===== src/rtl/sd_dram_writer_if.sv =====
// Loader-stream, DRAM-handshake and status signals of the SD-to-DRAM writer.
// The slave modport is the writer's view; master is the surrounding system's view.
interface sd_dram_writer_if #(
  parameter int unsigned ADDR_W = 27
) ();
  logic [31:0]       i_data;
  logic              i_we;
  logic              i_done;
  logic              w_dram_busy;
  logic              o_dram_we;
  logic [ADDR_W-1:0] o_dram_addr;
  logic [31:0]       o_dram_wdata;
  logic              o_fifo_full;
  logic              o_overflow;
  logic [23:0]       o_word_count;
  logic [31:0]       o_checksum;
  logic              o_done;

  modport slave (
    input  i_data, i_we, i_done, w_dram_busy,
    output o_dram_we, o_dram_addr, o_dram_wdata, o_fifo_full,
           o_overflow, o_word_count, o_checksum, o_done
  );

  modport master (
    output i_data, i_we, i_done, w_dram_busy,
    input  o_dram_we, o_dram_addr, o_dram_wdata, o_fifo_full,
           o_overflow, o_word_count, o_checksum, o_done
  );
endinterface


===== src/rtl/sd_dram_writer.sv =====
// Buffers the SD boot loader's word stream in a FIFO and writes it sequentially
// into DRAM over a request/busy handshake, tracking count, checksum and completion.
module sd_dram_writer #(
  parameter int unsigned        DEPTH     = 16,
  parameter int unsigned        ADDR_W    = 27,
  parameter logic [ADDR_W-1:0]  BASE_ADDR = '0
) (
  input logic               clk27mhz,
  input logic               reset,
  sd_dram_writer_if.slave   bus
);
  localparam int unsigned     PTR_W    = $clog2(DEPTH);
  localparam logic [PTR_W:0]  FULL_CNT = (PTR_W + 1)'(DEPTH);

  typedef enum logic [1:0] {IDLE, REQ, WAIT} state_t;

  state_t            state, state_nx;
  logic [31:0]       mem [DEPTH];
  logic [PTR_W-1:0]  wr_ptr, rd_ptr;
  logic [PTR_W:0]    count, count_nx;
  logic              full_q;
  logic              push, pop, commit, dram_we;
  logic [ADDR_W-1:0] addr_q;
  logic [31:0]       wdata_q;
  logic [23:0]       word_cnt_q;
  logic [31:0]       checksum_q;
  logic              overflow_q, done_latch, done_q;

  // Full is judged on live occupancy so a pop in the same cycle does not admit a push.
  assign push = bus.i_we && (count != FULL_CNT);

  always_comb begin
    count_nx = count;
    if (push && !pop)      count_nx = count + 1'b1;
    else if (!push && pop) count_nx = count - 1'b1;
  end

  always_ff @(posedge clk27mhz) begin
    if (push) mem[wr_ptr] <= bus.i_data;
  end

  always_ff @(posedge clk27mhz or posedge reset) begin
    if (reset) begin
      wr_ptr     <= '0;
      rd_ptr     <= '0;
      count      <= '0;
      full_q     <= 1'b0;
      overflow_q <= 1'b0;
    end else begin
      if (push) wr_ptr <= wr_ptr + 1'b1;
      if (pop)  rd_ptr <= rd_ptr + 1'b1;
      count  <= count_nx;
      full_q <= (count_nx == FULL_CNT);
      if (bus.i_we && (count == FULL_CNT)) overflow_q <= 1'b1;
    end
  end

  always_ff @(posedge clk27mhz or posedge reset) begin
    if (reset) state <= IDLE;
    else       state <= state_nx;
  end

  always_comb begin
    state_nx = state;
    case (state)
      IDLE:    if ((count != '0) && !bus.w_dram_busy) state_nx = REQ;
      REQ:     if (bus.w_dram_busy)                   state_nx = WAIT;
      WAIT:    if (!bus.w_dram_busy)                  state_nx = IDLE;
      default:                                        state_nx = IDLE;
    endcase
  end

  always_comb begin
    pop     = 1'b0;
    commit  = 1'b0;
    dram_we = 1'b0;
    case (state)
      IDLE:    pop     = (count != '0) && !bus.w_dram_busy;
      REQ:     dram_we = 1'b1;
      WAIT:    commit  = !bus.w_dram_busy;
      default: ;
    endcase
  end

  always_ff @(posedge clk27mhz or posedge reset) begin
    if (reset) begin
      addr_q     <= BASE_ADDR;
      wdata_q    <= '0;
      word_cnt_q <= '0;
      checksum_q <= '0;
      done_latch <= 1'b0;
      done_q     <= 1'b0;
    end else begin
      if (pop) wdata_q <= mem[rd_ptr];
      if (commit) begin
        addr_q     <= addr_q + ADDR_W'(4);
        word_cnt_q <= word_cnt_q + 24'd1;
        checksum_q <= checksum_q + wdata_q;
      end
      if (bus.i_done) done_latch <= 1'b1;
      if (done_latch && (count == '0) && (state == IDLE) && !bus.i_we) done_q <= 1'b1;
    end
  end

  assign bus.o_dram_we    = dram_we;
  assign bus.o_dram_addr  = addr_q;
  assign bus.o_dram_wdata = wdata_q;
  assign bus.o_fifo_full  = full_q;
  assign bus.o_overflow   = overflow_q;
  assign bus.o_word_count = word_cnt_q;
  assign bus.o_checksum   = checksum_q;
  assign bus.o_done       = done_q;
endmodule


===== src/flat_wrapper.sv =====
// flat-port wrapper written by rule: the top's interface ports become plain ports
module sd_dram_writer_flat 
#(
  parameter int unsigned        DEPTH     = 16,
  parameter int unsigned        ADDR_W    = 27,
  parameter logic [ADDR_W-1:0]  BASE_ADDR = '0
)
  (clk27mhz, reset, bus_i_data, bus_i_we, bus_i_done, bus_w_dram_busy, bus_o_dram_we, bus_o_dram_addr, bus_o_dram_wdata, bus_o_fifo_full, bus_o_overflow, bus_o_word_count, bus_o_checksum, bus_o_done);
  sd_dram_writer_if #(.ADDR_W(ADDR_W)) bus_i ();
  input logic clk27mhz;
  input logic reset;
  input wire logic [$bits(bus_i.i_data)-1:0] bus_i_data;
  input wire logic [$bits(bus_i.i_we)-1:0] bus_i_we;
  input wire logic [$bits(bus_i.i_done)-1:0] bus_i_done;
  input wire logic [$bits(bus_i.w_dram_busy)-1:0] bus_w_dram_busy;
  output wire logic [$bits(bus_i.o_dram_we)-1:0] bus_o_dram_we;
  output wire logic [$bits(bus_i.o_dram_addr)-1:0] bus_o_dram_addr;
  output wire logic [$bits(bus_i.o_dram_wdata)-1:0] bus_o_dram_wdata;
  output wire logic [$bits(bus_i.o_fifo_full)-1:0] bus_o_fifo_full;
  output wire logic [$bits(bus_i.o_overflow)-1:0] bus_o_overflow;
  output wire logic [$bits(bus_i.o_word_count)-1:0] bus_o_word_count;
  output wire logic [$bits(bus_i.o_checksum)-1:0] bus_o_checksum;
  output wire logic [$bits(bus_i.o_done)-1:0] bus_o_done;
  assign bus_i.i_data = bus_i_data;
  assign bus_i.i_we = bus_i_we;
  assign bus_i.i_done = bus_i_done;
  assign bus_i.w_dram_busy = bus_w_dram_busy;
  assign bus_o_dram_we = bus_i.o_dram_we;
  assign bus_o_dram_addr = bus_i.o_dram_addr;
  assign bus_o_dram_wdata = bus_i.o_dram_wdata;
  assign bus_o_fifo_full = bus_i.o_fifo_full;
  assign bus_o_overflow = bus_i.o_overflow;
  assign bus_o_word_count = bus_i.o_word_count;
  assign bus_o_checksum = bus_i.o_checksum;
  assign bus_o_done = bus_i.o_done;
  sd_dram_writer #(.DEPTH(DEPTH), .ADDR_W(ADDR_W), .BASE_ADDR(BASE_ADDR)) u_core (.clk27mhz(clk27mhz), .reset(reset), .bus(bus_i));
endmodule

===== config.mk =====
export PLATFORM = sky130hd
export DESIGN_NAME = sd_dram_writer_flat
export DESIGN_NICKNAME = d
export VERILOG_FILES = /design/src/rtl/sd_dram_writer_if.sv /design/src/rtl/sd_dram_writer.sv /design/src/flat_wrapper.sv
export SDC_FILE = /design/constraint.sdc
export NUM_CORES = 1
export LEC_CHECK = 0
export CAP_MARGIN = 0
export CORE_MARGIN = 2
export CORE_UTILIZATION = 40
export CTS_CLUSTER_SIZE = 25
export DETAILED_ROUTE_END_ITERATION = 10
export PLACE_DENSITY = 0.61
export RECOVER_POWER = 25
export SETUP_SLACK_MARGIN = 0.4
export SLEW_MARGIN = 30
export SYNTH_ARGS = -nofsm -noshare
export SYNTH_HDL_FRONTEND = slang
export SYNTH_SLANG_ARGS = --single-unit

===== constraint.sdc =====
create_clock -name clk27mhz -period 4.75 [get_ports clk27mhz]
set_input_delay 1.1875 -clock clk27mhz [delete_from_list [all_inputs] [get_ports clk27mhz]]
set_output_delay 1.1875 -clock clk27mhz [all_outputs]
set_load 0.03 [all_outputs]

==> out/qor.tcl, run 1 <==
set qor(yosys_register_bits) 644
set qor(grt_setup_unrepaired) {no}
set qor(die-area_sq_um) 68090
set qor(cts.clk_slew.worst_paths_ns) 0.06
set qor(synthToLayoutAreaGrowth_pct) 19.67
set qor(cts_tree) {yes}
set qor(timing.hold.worst.class) {flip-flop to flip-flop}
set qor(core-area_sq_um) 65510
set qor(synth_edf_count) 512
set qor(detail_route.wl_per_cell_um) 22.24
set qor(top_library_cells_by_usage_in_the_layout_fill_and_taps_aside) {512 x edfxtp_1, 186 x nand2_1, 130 x dfrtp_1}
set qor(max_cap_violations) 1
set qor(cts_num_sinks) 644
set qor(sum_neg_setup_slack_ns) 0
set qor(post_detailed_route_drc_marker_count) 0
set qor(critical_path.most_common_cell) {a211oi_2}
set qor(critical-path-top-delay-family) {compound AO/OA/AOI/OAI gates}
set qor(critical_path_buf_inv_count) 0
set qor(critPathMaxStageDelay_ns) 0.41
set qor(worst_clock_skew_ns) 0.01830
set qor(cp_slowest_cell) {fa_1}
set qor(hpwl_mm) 36.82
set qor(ctsLongestPathBuffers) 3
set qor(wire_length_of_the_first_global_routing_pass_mm) 89.73
set qor(floorplan.die.width_um) 260.9
set qor(post_synth_inst_count) 1557
set qor(synth_seq_area_share) 0.7073
set qor(clk-insertion-delay-late_ns) 0.60
set qor(nets) 1826
set qor(grt_overflow) 0
set qor(ys_async_sr_fraction) 0.2050
set qor(max_slew.worst_pin.slew_ns) 1.462
set qor(detail_route.vias_per_cell) 5.404
set qor(slew_headroom) 0.02005
set qor(power-per-cell-area_nw_per_um2) 623.7
set qor(period_minus_slack_ns) 3.336
set qor(final_core_util) 0.4824
set qor(die_h_um) 260.9
set qor(initial_utilization) 0.4031
set qor(postCtsResizedCells) 0
set qor(timing.final.crit_share) 0.7023
set qor(setup_viol) 0
set qor(track_usage) 0.1755
set qor(cts_hold_bufs) 0
set qor(grt_antenna_before_repair) 5
set qor(fillers) 5368
set qor(first_iter_violations) 1198
set qor(syn_area_per_cell_sq_um) 16.96
set qor(grt_max_degree) 107
set qor(crit_arrival_ns) 3.80
set qor(irDropWorstVdd_mv) 0.3404
set qor(worstPathCellList) {ha_1 -> fa_1 -> a21oi_1 -> o22ai_1 -> a311o_1 -> a211oi_2 -> o21ai_1 -> a211oi_2 -> nor4b_1 -> or3_1}
set qor(top_level_ports) 156
set qor(drtPass1Iterations) 5
set qor(multi_input_comb_area_sq_um) 7476
set qor(detail-route-antenna-nets) 0
set qor(grt_pass1_vias) 14580
set qor(cts_htree_levels) 3
set qor(run_status) {complete, but fails checks}
set qor(cp_data_required_time_ns) 5.22
set qor(maxClockFrequency_mhz) 299.8
set qor(critical_path.max_fanout) 5
set qor(mappedNetlistArea_sq_um) 26410
set qor(fraction_of_final_layout_cells_with_drive_strength_greater_than_1) 0.1666
set qor(fp-row-count) 94
set qor(routed-via-count) 14420
set qor(synth.lib_cells_used.distinct) 72
set qor(worst_setup_path_start_kind) {flip-flop}
set qor(timing.critical_path.to_type) {flip-flop}
set qor(timing.final.max_slew_violations) 0
set qor(seqCellArea_sq_um) 18690
set qor(ys.warnings.count) 0
set qor(cts_setup_buffers) 0
set qor(setup_cp_type) {flip-flop to flip-flop}
set qor(port-buffer-count) 153
set qor(power_leakage_uw) 0.01113
set qor(gpl.final_weighted_congestion) 0.8328
set qor(final_common_cell) {edfxtp_1}
set qor(cts_buffers) 66
set qor(failed_checks) {capacitance limit}
set qor(cts_root_buffer) {clkbuf_16}
set qor(hold_viol_final) 0
set qor(detail_route.wirelength_mm) 59.33
set qor(ys.flop_type) {edfxtp_1}
## worst reg2reg max path: cells and delay by family (launching register included)
kind,cells,cell delay (ns)
compound gates,6,1.69
fa+ha+maj,2,0.65
simple gates,2,0.46
flops,1,0.40
## synthesized netlist by cell type, types with 8 or more instances
cell type    n  area (sq um)
nand2b_1    10         62.56
mux2i_1     52         520.5
buf_2       10         50.05
xnor2_1     51         446.7
xor2_1      27         236.5
mux4_2     121          2725
o21ai_0     51         255.2
buf_1       16         60.06
nand2_1    187         701.9
edfxtp_1   512         15370
o221ai_1    40         350.3
a21o_1      13         97.59
nand3_1     27         135.1
nor2_1      52         195.2
clkbuf_1    34         127.6
dfrtp_1    132          3303
ha_1        40         500.5
nor3_1      13         65.06
inv_1       17         63.81
nand4_1     17         106.4
and3_1       8         50.05
a21oi_1     35         175.2
## worst paths after layout
check | startpoint | to | slack (ns) | depth (start not counted)
setup reg to reg | u_core.bus.o_checksum[0] | u_core.bus.o_checksum[30] | 1.41 | 10
max in group asynchronous | reset | u_core.rd_ptr[1] | 2.37 | 3
hold / removal | u_core.done_latch | u_core.done_latch | 0.47 | 1
min in group asynchronous | reset | u_core.bus.o_checksum[29] | 1.38 | 2
hold reg to reg | u_core.done_latch | u_core.done_latch | 0.47 | 1
setup / recovery | u_core.bus.o_checksum[0] | u_core.bus.o_checksum[30] | 1.41 | 10
## per-stage QoR
step           area [sq um]  total power [uW]  worst slack (ns)  instances  hold WS, ns
2_1_floorplan         26440             12110             1.040       1558       0.4304
3_3_place_gp          29320             14400            0.9043       2544       0.4488
3_5_place_dp          29320             14500            0.8672       2544       0.4518
4_1_cts               31600             19940             1.359       2665       0.4719
5_1_grt               31600             20700             1.192       2666       0.4882
6_report              31600             19710             1.414       2668       0.4715
## area by class of cell
class	count	share of cell area
Antenna cell	3	0.0002375
Timing Repair Buffer	193	0.06350
Tap cell	864	0.03421
Inverter	18	0.002178
Clock buffer	87	0.05970
Sequential cell	644	0.5913
Multi-Input combinational cell	825	0.2366
Clock inverter	34	0.01235
## flip-flops by register name, indices dropped and copies added (netlist names), 2 cells and up
| register | flops |
|---|---|
| u_core.mem | 512 |
| u_core.bus.o_checksum | 32 |
| u_core.bus.o_dram_wdata | 32 |
| u_core.bus.o_dram_addr | 25 |
| u_core.bus.o_word_count | 24 |
| u_core.count | 5 |
| u_core.rd_ptr | 4 |
| u_core.wr_ptr | 4 |
| u_core.state | 2 |
## report_power, final
group | switching, uW | total (uW) | internal, uW | leakage (uW)
combinational | 3940 | 6820 | 2880 | 0.00371
sequential | 590 | 7490 | 6900 | 0.00631
clock | 2110 | 5390 | 3290 | 0.00112
## kinds of logic after synthesis
kind of cell	synth area share
muxes	0.1229
AOI/OAI and AO/OA	0.04838
xor gates and xnor gates	0.02587
other	0.0001420
DFF	0.7073
and+or+nand+nor	0.06008
adders and majority gates	0.01971
buffers and inverters	0.01564
## routing by layer
layer | up-vias | GRT usage | wire length [um]
met1 | 7420 | 0.2361 | 25690
met3 | 101 | 0.03542 | 3493
li1 | 6486 | - | -
met2 | 405 | 0.2845 | 28520
met4 | 6 | 0.06190 | 1538
met5 | - | 0.006944 | 83
Power figures use the tool's default switching activity.
==> inputs of run 2 (changes only) <==
--- a/config.mk
+++ b/config.mk
@@ -10,7 +10,7 @@
 export CORE_UTILIZATION = 40
 export CTS_CLUSTER_SIZE = 25
 export DETAILED_ROUTE_END_ITERATION = 10
-export PLACE_DENSITY = 0.61
+export PLACE_DENSITY = 0.59
 export RECOVER_POWER = 25
 export SETUP_SLACK_MARGIN = 0.4
 export SLEW_MARGIN = 30
==> constraint.sdc (replaced) <==
create_clock -name clk27mhz -period 3.5 [get_ports clk27mhz]
set_input_delay 0.875 -clock clk27mhz [delete_from_list [all_inputs] [get_ports clk27mhz]]
set_output_delay 0.875 -clock clk27mhz [all_outputs]
set_load 0.03 [all_outputs]
==> out/qor.tcl, run 2 (same netlist as run 1, synthesis figures left out) <==
set qor(max_reg_flops) 512 ;# unchanged
set qor(critical_path.max_fanout) 5 ;# unchanged
set qor(track_usage) 0.1828 ;# was 0.1755
set qor(fraction_of_final_layout_cells_with_drive_strength_greater_than_1) 0.1779 ;# was 0.1666
set qor(detail_route.wl_per_cell_um) 22.73 ;# was 22.24 um
set qor(multi_input_comb_area_sq_um) 7516 ;# was 7476 sq um
set qor(setup_cp_type) {flip-flop to flip-flop} ;# unchanged
set qor(die_h_um) 260.9 ;# unchanged
set qor(cts_num_sinks) 644 ;# unchanged
set qor(crit_arrival_ns) 3.43 ;# was 3.80 ns
set qor(critPathCapture) {u_core.bus.o_checksum[30]} ;# unchanged
set qor(place_worst_setup_slack_ns) 0.1486 ;# was 0.8672 ns
set qor(cts_buffers) 68 ;# was 66
set qor(grt_setup_unrepaired) {yes} ;# was no
set qor(clk-insertion-delay-late_ns) 0.60 ;# about the same
set qor(cp_data_required_time_ns) 3.97 ;# was 5.22 ns
set qor(detail-route-antenna-nets) 0 ;# unchanged
set qor(slew_headroom) 0.4097 ;# was 0.02005
set qor(port-buffer-count) 153 ;# unchanged
set qor(num_antenna_cells) 0 ;# was 3
set qor(synthToLayoutAreaGrowth_pct) 20.42 ;# was 19.67%
set qor(regToRegEndpoint) {u_core.bus.o_checksum[30]} ;# unchanged
set qor(initial_utilization) 0.4031 ;# unchanged
set qor(cts_htree_levels) 3 ;# unchanged
set qor(routed-via-count) 14370 ;# was 14420
set qor(grt_antenna_before_repair) 6 ;# was 5
set qor(fin_ws_ns) 0.5405 ;# was 1.414 ns
set qor(power-per-cell-area_nw_per_um2) 848.6 ;# was 623.7 nW/um^2
set qor(top_library_cells_by_usage_in_the_layout_fill_and_taps_aside) {512 x edfxtp_1, 186 x nand2_1, 130 x dfrtp_1} ;# unchanged
set qor(fillers) 5418 ;# was 5368
set qor(timing.critical_path.to_type) {flip-flop} ;# unchanged
set qor(wire_length_of_the_first_global_routing_pass_mm) 92.98 ;# was 89.73 mm
set qor(cp-startpoint) {u_core.bus.o_checksum[0]} ;# unchanged
set qor(fp-row-count) 94 ;# unchanged
set qor(ff2ff_path_depth) 11 ;# was 10
set qor(grt_pass1_vias) 14800 ;# was 14580
set qor(rrSetupSlack_ns) 0.54 ;# was 1.41 ns
set qor(maxClockFrequency_mhz) 337.9 ;# was 299.8 MHz
set qor(run_status) {complete, no violations} ;# was complete, but fails checks
set qor(post_detailed_route_drc_marker_count) 0 ;# unchanged
set qor(top_register) {u_core.mem} ;# unchanged
set qor(critPathMaxStageDelay_ns) 0.44 ;# was 0.41 ns
set qor(period_minus_slack_ns) 2.959 ;# was 3.336 ns
set qor(power_leakage_uw) 0.01125 ;# was 0.01113 uW
set qor(final_core_util) 0.4854 ;# was 0.4824
set qor(timing.hold.worst.class) {flip-flop to flip-flop} ;# unchanged
set qor(first_iter_violations) 998 ;# was 1198
set qor(worst_clock_skew_ns) 0.02107 ;# was 0.01830 ns
set qor(cts.clk_slew.worst_paths_ns) 0.06 ;# about the same
set qor(top_level_ports) 156 ;# unchanged
set qor(final_design_instance_area_without_fill_sq_um) 31800 ;# was 31600 sq um
set qor(setup_viol) 0 ;# unchanged
set qor(die-area_sq_um) 68090 ;# unchanged
set qor(irDropWorstVdd_mv) 0.3472 ;# was 0.3404 mV
set qor(timing.final.max_slew_violations) 0 ;# unchanged
set qor(grt_overflow) 0 ;# unchanged
set qor(ctsLongestPathBuffers) 3 ;# unchanged
set qor(seqCellArea_sq_um) 18690 ;# unchanged
set qor(hpwl_mm) 38.08 ;# was 36.82 mm
set qor(cts_hold_bufs) 0 ;# unchanged
set qor(worst_setup_path_start_kind) {flip-flop} ;# unchanged
set qor(max_slew.worst_pin.slew_ns) 0.8833 ;# was 1.462 ns
set qor(final_common_cell) {edfxtp_1} ;# unchanged
set qor(sum_neg_setup_slack_ns) 0 ;# unchanged
set qor(max_cap_violations) 0 ;# was 1
set qor(cts_tree) {yes} ;# unchanged
set qor(hp_start) {u_core.bus.o_done} ;# was u_core.done_latch
set qor(gpl.final_weighted_congestion) 0.8374 ;# was 0.8328
set qor(core-area_sq_um) 65510 ;# unchanged
set qor(hold_viol_final) 0 ;# unchanged
set qor(place_area_sq_um) 29480 ;# was 29320 sq um
set qor(floorplan.die.width_um) 260.9 ;# unchanged
set qor(detail_route.wirelength_mm) 61.02 ;# was 59.33 mm
set qor(timing.final.crit_share) 0.8456 ;# was 0.7023
set qor(detail_route.vias_per_cell) 5.352 ;# was 5.404
set qor(grt_max_degree) 133 ;# was 107
set qor(drtPass1Iterations) 4 ;# was 5
set qor(cp_slowest_cell) {a311o_2} ;# was fa_1
set qor(worstPathCellList) {ha_2 -> fa_2 -> a21oi_2 -> o22ai_1 -> a311o_2 -> a211oi_4 -> buf_6 -> o21ai_4 -> a211oi_2 -> nor4b_1 -> or3_1} ;# was ha_1 -> fa_1 -> a21oi_1 -> o22ai_1 -> a311o_1 -> a211oi_2 -> o21ai_1 -> a211oi_2 -> nor4b_1 -> or3_1
set qor(r2r-start) {u_core.bus.o_checksum[0]} ;# unchanged
set qor(nets) 1852 ;# was 1826
set qor(cts_root_buffer) {clkbuf_16} ;# unchanged
-- run 2: critical path: cells and delay by family (launching register included) --
| family | cells | cell delay (ns) |
|---|---|---|
| fa+ha+maj | 2 | 0.59 |
| buf+inv | 1 | 0.15 |
| compound gates | 6 | 1.28 |
| simple gates | 2 | 0.43 |
| flops | 1 | 0.39 |
-- run 2: how the worst min path moves through the flow --
| stage | to | slack, ns | cells after the start |
|---|---|---|---|
| 5_1_grt | u_core.done_latch | 0.49 | 1 |
| 4_1_cts | u_core.bus.o_done | 0.47 | 1 |
| 3_5_place_dp | u_core.bus.o_done | 0.46 | 1 |
| 6_report | u_core.bus.o_done | 0.46 | 1 |
| 3_3_place_gp | u_core.bus.o_done | 0.44 | 1 |
| 2_1_floorplan | u_core.done_latch | 0.43 | 1 |
-- run 2: metal layers --
metal / wire, um / GRT usage / share of wire / up-vias
li1: - / - / - / 6515
met1: 26760 / 0.2494 / 0.44 / 7390
met2: 29620 / 0.3003 / 0.49 / 365
met3: 3282 / 0.03426 / 0.054 / 93
met4: 1320 / 0.05365 / 0.022 / 6
met5: 36 / 0 / 0.00059 / -
-- run 2: timing repair --
item,4_1_cts,5_1_grt
pin swaps,2,3
gates resized for setup,6,4
setup endpoints to repair,4,3
setup buffers,1,2
cloned,0,0
-- run 2: through the flow --
step | cells | total power (uW) | hold slack [ns]
after floorplan | 1558 | 16460 | 0.4304
after global placement | 2565 | 19730 | 0.4434
after detailed placement | 2565 | 19840 | 0.4574
after CTS | 2683 | 27260 | 0.4701
after global routing | 2685 | 28370 | 0.4882
final | 2685 | 26990 | 0.4628
-- run 2: report_power, final --
| part | switching, uW | leakage [uW] | internal (uW) |
|---|---|---|---|
| Clock | 2840 | 0.00110 | 4470 |
| Combinational | 5540 | 0.00385 | 4030 |
| Sequential | 743 | 0.00631 | 9370 |
| Total | 9110 | 0.0112 | 17900 |
-- run 2: area by class of cell --
type                    instances  area share
inverters                      18    0.002243
flip-flops and latches        644      0.5876
repair buffers                217     0.06890
multi-input cells             825      0.2364
clock buffers                  90     0.05977
clock inverters                27     0.01114
well taps                     864     0.03400
